===== config.mk =====
export PLATFORM = sky130hd
export DESIGN_NAME = sdram_arb
export DESIGN_NICKNAME = d
export VERILOG_FILES = /design/src/rtl/sdram_arb_pkg.sv /design/src/rtl/sdram_ldr_fifo.sv /design/src/rtl/sdram_arb.sv
export SDC_FILE = /design/constraint.sdc
export NUM_CORES = 1
export LEC_CHECK = 0
export BUFFER_PORTS_ARGS = -buffer_cell sky130_fd_sc_hd__buf_2
export CELL_PAD_IN_SITES_DETAIL_PLACEMENT = 1
export CELL_PAD_IN_SITES_GLOBAL_PLACEMENT = 2
export CORE_UTILIZATION = 29
export CTS_BUF_LIST = sky130_fd_sc_hd__clkbuf_2 sky130_fd_sc_hd__clkbuf_4 sky130_fd_sc_hd__clkbuf_8
export CTS_CLUSTER_SIZE = 8
export DETAILED_ROUTE_END_ITERATION = 12
export PLACE_DENSITY = 0.87
export SYNTH_ARGS = -nofsm -noshare
export SYNTH_HDL_FRONTEND = slang
export SYNTH_SLANG_ARGS = --single-unit

===== constraint.sdc =====
create_clock -name clk -period 2.78 [get_ports clk]
set_input_delay 0.278 -clock clk [delete_from_list [all_inputs] [get_ports clk]]
set_output_delay 0.278 -clock clk [all_outputs]
set_load 0.01 [all_outputs]

===== src/rtl/sdram_arb_pkg.sv =====
// sdram_arb_pkg: shared types for the SDRAM request arbiter.
// Grant-state encoding, bus widths and the loader FIFO entry.
package sdram_arb_pkg;

    localparam int ADDR_W = 25;
    localparam int DATA_W = 8;

    typedef enum logic [1:0] {
        IDLE_SLOT,
        CPU_SLOT,
        PPU_SLOT,
        LDR_SLOT
    } slot_t;

    typedef struct packed {
        logic [ADDR_W-1:0] addr;
        logic [DATA_W-1:0] data;
    } ldr_entry_t;

endpackage


===== src/rtl/sdram_ldr_fifo.sv =====
// sdram_ldr_fifo: loader write queue in front of the arbiter.
// Full is registered; a write while full is dropped and flagged.
module sdram_ldr_fifo
    import sdram_arb_pkg::*;
#(
    parameter int DEPTH = 4
) (
    input  logic       clk,
    input  logic       rst_n,
    input  logic       wr,
    input  ldr_entry_t din,
    input  logic       pop,
    output ldr_entry_t dout,
    output logic       full,
    output logic       empty,
    output logic       ovf
);
    localparam int AW = (DEPTH > 1) ? $clog2(DEPTH) : 1;

    ldr_entry_t    mem [DEPTH];
    logic [AW-1:0] wr_ptr;
    logic [AW-1:0] rd_ptr;
    logic [AW:0]   count;
    logic [AW:0]   count_nxt;
    logic          do_wr;
    logic          do_pop;

    assign do_wr     = wr & ~full;
    assign do_pop    = pop & ~empty;
    assign empty     = (count == '0);
    assign dout      = mem[rd_ptr];
    assign count_nxt = count + (AW+1)'(do_wr) - (AW+1)'(do_pop);

    // Entry storage; contents are don't-care until written.
    always_ff @(posedge clk) begin
        if (do_wr) begin
            mem[wr_ptr] <= din;
        end
    end

    // Pointers, occupancy, full flag and sticky overflow.
    always_ff @(posedge clk or negedge rst_n) begin
        if (!rst_n) begin
            wr_ptr <= '0;
            rd_ptr <= '0;
            count  <= '0;
            full   <= 1'b0;
            ovf    <= 1'b0;
        end else begin
            if (do_wr) begin
                wr_ptr <= wr_ptr + 1'b1;
            end
            if (do_pop) begin
                rd_ptr <= rd_ptr + 1'b1;
            end
            count <= count_nxt;
            full  <= (count_nxt == (AW+1)'(DEPTH));
            if (wr && full) begin
                ovf <= 1'b1;
            end
        end
    end

endmodule


===== src/rtl/sdram_arb.sv =====
// sdram_arb: slot-based CPU/PPU/loader arbiter in front of the SDRAM controller.
// Define SDRAM_ARB_LOADER_EN to build the loader FIFO and loader grants.
module sdram_arb
    import sdram_arb_pkg::*;
#(
    parameter int REFRESH_SLOTS = 8,
    parameter int LDR_DEPTH     = 4
) (
    input  logic              clk,
    input  logic              rst_n,
    input  logic              clkref,
    input  logic              cpu_req,
    input  logic              cpu_we,
    input  logic [ADDR_W-1:0] cpu_addr,
    input  logic [DATA_W-1:0] cpu_din,
    output logic              cpu_ack,
    output logic [DATA_W-1:0] cpu_dout,
    input  logic              ppu_req,
    input  logic              ppu_we,
    input  logic [ADDR_W-1:0] ppu_addr,
    input  logic [DATA_W-1:0] ppu_din,
    output logic              ppu_ack,
    output logic [DATA_W-1:0] ppu_dout,
    input  logic              ldr_wr,
    input  logic [ADDR_W-1:0] ldr_addr,
    input  logic [DATA_W-1:0] ldr_data,
    output logic              ldr_full,
    output logic              ldr_ovf,
    output logic [ADDR_W-1:0] mem_addr,
    output logic              mem_we,
    output logic [DATA_W-1:0] mem_din,
    output logic              mem_oeA,
    output logic              mem_oeB,
    input  logic [DATA_W-1:0] mem_doutA,
    input  logic [DATA_W-1:0] mem_doutB
);
    localparam int CW = $clog2(REFRESH_SLOTS + 1);

    slot_t         state;
    slot_t         nxt;
    logic          clkref_d;
    logic          slot_start;
    logic [CW-1:0] access_cnt;
    logic          cpu_ok;
    logic          ppu_ok;
    logic          ldr_ok;
    logic          ldr_force;
    logic          fifo_full;
    logic          fifo_empty;
    ldr_entry_t    fifo_dout;

    assign slot_start = clkref & ~clkref_d;

`ifdef SDRAM_ARB_LOADER_EN
    logic       fifo_pop;
    logic       fifo_ovf;
    ldr_entry_t fifo_din;

    assign fifo_pop = slot_start & (state == LDR_SLOT);
    assign fifo_din = {ldr_addr, ldr_data};

    sdram_ldr_fifo #(
        .DEPTH (LDR_DEPTH)
    ) u_fifo (
        .clk   (clk),
        .rst_n (rst_n),
        .wr    (ldr_wr),
        .din   (fifo_din),
        .pop   (fifo_pop),
        .dout  (fifo_dout),
        .full  (fifo_full),
        .empty (fifo_empty),
        .ovf   (fifo_ovf)
    );

    assign ldr_full = fifo_full;
    assign ldr_ovf  = fifo_ovf;
`else
    logic unused_ldr;

    assign unused_ldr = ^{ldr_wr, ldr_addr, ldr_data, LDR_DEPTH[0]};
    assign fifo_full  = 1'b0;
    assign fifo_empty = 1'b1;
    assign fifo_dout  = '0;
    assign ldr_full   = 1'b1;
    assign ldr_ovf    = 1'b0;
`endif

    // Register clkref so its rising edge can be found.
    always_ff @(posedge clk or negedge rst_n) begin
        if (!rst_n) begin
            clkref_d <= 1'b0;
        end else begin
            clkref_d <= clkref;
        end
    end

    // Choose the next slot owner; a port completing now sits this one out.
    always_comb begin
        cpu_ok    = cpu_req & (state != CPU_SLOT);
        ppu_ok    = ppu_req & (state != PPU_SLOT);
        ldr_ok    = ~fifo_empty & (state != LDR_SLOT);
        ldr_force = fifo_full & (state != LDR_SLOT);
        nxt       = IDLE_SLOT;
        if (access_cnt == CW'(REFRESH_SLOTS)) begin
            nxt = IDLE_SLOT;
        end else if (ldr_force) begin
            nxt = LDR_SLOT;
        end else if (ppu_ok) begin
            nxt = PPU_SLOT;
        end else if (cpu_ok) begin
            nxt = CPU_SLOT;
        end else if (ldr_ok) begin
            nxt = LDR_SLOT;
        end
    end

    // Grant FSM: at each slot start, retire the old slot and drive the new one.
    always_ff @(posedge clk or negedge rst_n) begin
        if (!rst_n) begin
            state      <= IDLE_SLOT;
            access_cnt <= '0;
            cpu_ack    <= 1'b0;
            ppu_ack    <= 1'b0;
            cpu_dout   <= '0;
            ppu_dout   <= '0;
            mem_addr   <= '0;
            mem_din    <= '0;
            mem_we     <= 1'b0;
            mem_oeA    <= 1'b0;
            mem_oeB    <= 1'b0;
        end else if (slot_start) begin
            cpu_ack <= (state == CPU_SLOT);
            ppu_ack <= (state == PPU_SLOT);
            if (state == CPU_SLOT && mem_oeA) begin
                cpu_dout <= mem_doutA;
            end
            if (state == PPU_SLOT && mem_oeB) begin
                ppu_dout <= mem_doutB;
            end
            state <= nxt;
            if (nxt == IDLE_SLOT) begin
                access_cnt <= '0;
            end else if (access_cnt != CW'(REFRESH_SLOTS)) begin
                access_cnt <= access_cnt + 1'b1;
            end
            unique case (nxt)
                CPU_SLOT: begin
                    mem_addr <= cpu_addr;
                    mem_din  <= cpu_din;
                    mem_we   <= cpu_we;
                    mem_oeA  <= ~cpu_we;
                    mem_oeB  <= 1'b0;
                end
                PPU_SLOT: begin
                    mem_addr <= ppu_addr;
                    mem_din  <= ppu_din;
                    mem_we   <= ppu_we;
                    mem_oeA  <= 1'b0;
                    mem_oeB  <= ~ppu_we;
                end
                LDR_SLOT: begin
                    mem_addr <= fifo_dout.addr;
                    mem_din  <= fifo_dout.data;
                    mem_we   <= 1'b1;
                    mem_oeA  <= 1'b0;
                    mem_oeB  <= 1'b0;
                end
                default: begin
                    mem_we  <= 1'b0;
                    mem_oeA <= 1'b0;
                    mem_oeB <= 1'b0;
                end
            endcase
        end else begin
            cpu_ack <= 1'b0;
            ppu_ack <= 1'b0;
        end
    end

endmodule


==> implementation parameters <==
Parameter                              Value

STA
  Final cycle utilization of the critical path ... 0.7475
  Final setup violation count ... 0
  Setup repair after global routing missed its margin ... no
  Count of pins over their slew limit ... 0
  Final worst hold slack ... between 0.07 and 0.08 ns
  Final Hold Viols ... 0
  Worst clock skew ... ~0.01 ns
  Fmax achieved ... between 400 and 500 MHz
  Minimum period implied by the final worst setup slack ... 2.078 ns
  Setup TNS after final layout ... 0 ns
  Max transition margin ... 0.2626
  Slew at the pin with the worst max-slew slack ... between 1 and 1.5 ns

Clock network
  Clock tree from TritonCTS ... done
  Root buf cell ... sky130_fd_sc_hd__clkbuf_8
  Clk pin slew, worst setup/hold paths ... roughly 0.080 ns
  Setup fix buffers added after clock tree synthesis ... 0
  Maximum clock path buffer count ... 2
  Latest clock arrival within the worst-skew pair ... roughly 0.34 ns
  CTS Buf Count ... 9
  Quantity of gates resized following cts ... 0
  Number of H-tree levels ... 3
  TritonCTS sink count ... 61
  Hold-fix buffer count after cts ... 0

GRT
  GRT Total Usage ... 0.1322
  Wire length of the first global-routing pass ... 10,540 µm
  Vias in the first global route ... about 2,200
  GRT Residual Overflow ... 0
  Initial antenna violation count ... 0
  Maximum number of pins on one net before global-route repair ... 50

Critical path
  Maximum fanout along the worst path ... 36
  Required time of the worst setup path ... ~3 ns
  Cells along the critical path ... inv_1 > ha_1 > nand3b_4 > nand3_4 > mux2_1 > mux2_2
  Data arrival time at the worst-slack endpoint ... between 2 and 2.5 ns
  Critical path's largest stage delay ... ~0.47 ns
  Flop2flop setup slack ... 0.70 ns
  Cell with the largest stage delay on the worst path ... sky130_fd_sc_hd__mux2_1
  Critical path capture point type ... register
  Critical Setup Path Class ... reg -> reg
  Startpoint class of the critical path ... register

Die
  Floorplan row count ... 36
  Y dimension of the die ... between 100 and 150 µm
  Area of the die ... about 10,000 µm²
  Core area ... ~9700 µm²
  Starting density of the core ... 0.2977
  Floorplan die width ... 101.9 µm
  IO Count ... approximately 180

Logic synthesis
  Average size of a mapped cell ... 14.85 µm²
  Post-synth EDFFs ... 0
  FF+latch count, synth ... just over 60
  Post-synth top area share ... 0.5270
  Post-synthesis cell area ... 2897 µm²
  Async set-or-reset flop fraction in the synthesized netlist ... 1.000
  Prevailing post-synth register cell ... sky130_fd_sc_hd__dfrtp_1
  Leading cell type by number of instances after synthesis ... sky130_fd_sc_hd__mux2_2
  Top cell types by occurrence after synthesis ... sky130_fd_sc_hd__mux2_2, sky130_fd_sc_hd__dfrtp_1, sky130_fd_sc_hd__mux2_4
  Number of warnings printed during yosys synthesis ... 0
  Portion of the post-synthesis area used by sequential elements ... 0.5270
  Post-synthesis cell type count ... 30
  Dominant cell type by area after synthesis ... sky130_fd_sc_hd__dfrtp_1
  Ranking of synthesized cells by area ... sky130_fd_sc_hd__dfrtp_1, sky130_fd_sc_hd__mux2_2, sky130_fd_sc_hd__mux2_4
  Synthesized instance count ... 195
  Mapped Nets ... 320

Power and ir drop
  Worst IR Drop VDD ... between 0.0002 and 0.00025 V
  Power Dens Cells ... around 710 nW/µm²
  Standby leakage power ... ~0.0020 µW

Detailed routing
  DRT iter0 DRCs ... 21
  Highest metal layer used by the detailed router ... met4
  Drt wl/cell ... approximately 13 µm
  Wire length on met3 ... approximately 450 µm
  Met2 Wirelength ... ~3200 µm
  Post-route antenna net violation count ... 0
  Number of DRC violations after detailed routing ... 0
  Routed vias ... slightly above 2,000
  Total wire length after detailed routing ... 6461 µm
  Met1 layer wirelength in the final routing ... approximately 2700 µm
  Router iterations before antenna repair ... 4
  Average via count per standard cell ... between 4 and 5

Final layout
  Fraction of layout cells with a size suffix above 1 ... 0.7213
  Multi-input gate area in the final layout ... about 1300 µm²
  Register cell area after layout ... roughly 1500 µm²
  Final cell utilization of the core ... 0.4002
  Antenna diodes ... 0
  Area growth from synthesis to layout ... 34.43%
  Layout net count ... around 470
  Number of fill cells in the layout ... roughly 1,100

Placed design
  Final GP Congestion ... 0.6948
  Sum of net half-perimeters after detailed placement ... 4819 µm
  Count of buffers inserted at the top-level ports ... about 140

Job
  Max-Cap Viols ... 0

Outcome
  Run status ... completed

Min path
  Worst min path class ... in -> reg
-- worst max-delay path: cells and delay by family, from the launching register on --
kind / cells / cell delay [ns]
simple gates: 2 / 0.53
flops: 1 / 0.38
buf+inv: 1 / 0.07
mux: 2 / 0.74
fa+ha+maj: 1 / 0.24
-- logic make-up after synthesis --
kind of cell             Yosys count  synth area share
multiplexers                      83            0.3408
AND/OR/NAND/NOR                   23           0.05659
other                              2          0.002593
buffers and inverters             12           0.03369
AO/OA/AOI/OAI                     11           0.02765
XOR/XNOR                           1          0.003024
flip-flops                        61            0.5270
adder cells (fa/ha/maj)            2          0.008638
-- final cells by class --
class                      count  area share
clock buffer                   9     0.03181
tap                          133     0.04274
inverter                       3    0.002892
clock inverter                 7     0.01350
multi-input combinational    122      0.3268
sequential                    61      0.3920
timing repair buffer         146      0.1902
-- state kept, by name (all words and copies together), names as in the netlist --
signal,flops
access_cnt,4
clkref_d,1
cpu_ack,1
cpu_dout,8
mem_addr,25
mem_din,8
mem_oeA,1
mem_oeB,1
mem_we,1
ppu_ack,1
ppu_dout,8
state,2
-- worst paths after layout --
check,depth (start not counted),startpoint,end
max in group asynchronous,2,rst_n,access_cnt[2]
hold reg to reg,1,mem_addr[5],mem_addr[5]
min in group asynchronous,1,rst_n,mem_addr[15]
setup / recovery,6,access_cnt[0],mem_addr[3]
hold / removal,1,clkref,clkref_d
setup reg to reg,6,access_cnt[0],mem_addr[3]
-- metrics by stage --
| stage | setup WS [ns] | area (µm²) | power (µW) | cells |
|---|---|---|---|---|
| global route | 0.5597 | 3894 | 2984 | 481 |
| global placement | 0.7394 | 3717 | 2090 | 465 |
| CTS | 0.6574 | 3894 | 2845 | 481 |
| detailed placement | 0.6805 | 3717 | 2121 | 465 |
| floorplan | 0.9460 | 2897 | 1756 | 195 |
| finish | 0.7020 | 3894 | 2778 | 481 |
-- per-layer routing --
| metal | vias up | global-route usage |
|---|---|---|
| li1 | 986 | - |
| met1 | 996 | 0.1576 |
| met2 | 85 | 0.2261 |
| met3 | 10 | 0.03625 |
| met4 | 0 | 0.05385 |
| met5 | - | 0 |
-- cells in the final DEF, fill, tap and decap left out --
cell,netlist,final
sky130_fd_sc_hd__a21oi_2,1,1
sky130_fd_sc_hd__a22o_1,3,3
sky130_fd_sc_hd__a2bb2oi_1,1,1
sky130_fd_sc_hd__and2b_1,2,2
sky130_fd_sc_hd__and2b_2,1,1
sky130_fd_sc_hd__buf_2,0,142
sky130_fd_sc_hd__buf_4,2,4
sky130_fd_sc_hd__clkbuf_8,0,9
sky130_fd_sc_hd__clkinv_2,0,1
sky130_fd_sc_hd__clkinv_4,0,2
sky130_fd_sc_hd__clkinvlp_4,0,4
sky130_fd_sc_hd__conb_1,2,2
sky130_fd_sc_hd__dfrtp_1,61,61
sky130_fd_sc_hd__ha_1,2,2
sky130_fd_sc_hd__inv_1,3,3
sky130_fd_sc_hd__mux2_1,1,1
sky130_fd_sc_hd__mux2_2,68,68
sky130_fd_sc_hd__mux2_4,14,14
sky130_fd_sc_hd__nand2_1,8,8
sky130_fd_sc_hd__nand2_2,1,1
sky130_fd_sc_hd__nand2b_1,1,1
sky130_fd_sc_hd__nand2b_4,1,1
sky130_fd_sc_hd__nand3_1,1,1
sky130_fd_sc_hd__nand3_4,1,1
sky130_fd_sc_hd__nand3b_4,1,1
sky130_fd_sc_hd__nand4_1,1,1
sky130_fd_sc_hd__nor2_1,3,3
sky130_fd_sc_hd__nor3_4,1,1
sky130_fd_sc_hd__o21ai_0,4,4
sky130_fd_sc_hd__o31ai_1,1,1
sky130_fd_sc_hd__o41ai_1,1,1
sky130_fd_sc_hd__or2b_1,1,1
sky130_fd_sc_hd__xnor2_1,1,1
-- power breakdown --
part           switching (µW)  internal [µW]  total (µW)
registers                 115           1120        1230
clock network             369            323         693
logic                     377            478         855
total                     861           1920        2780
Note: power is estimated with default switching activity, not from simulation.
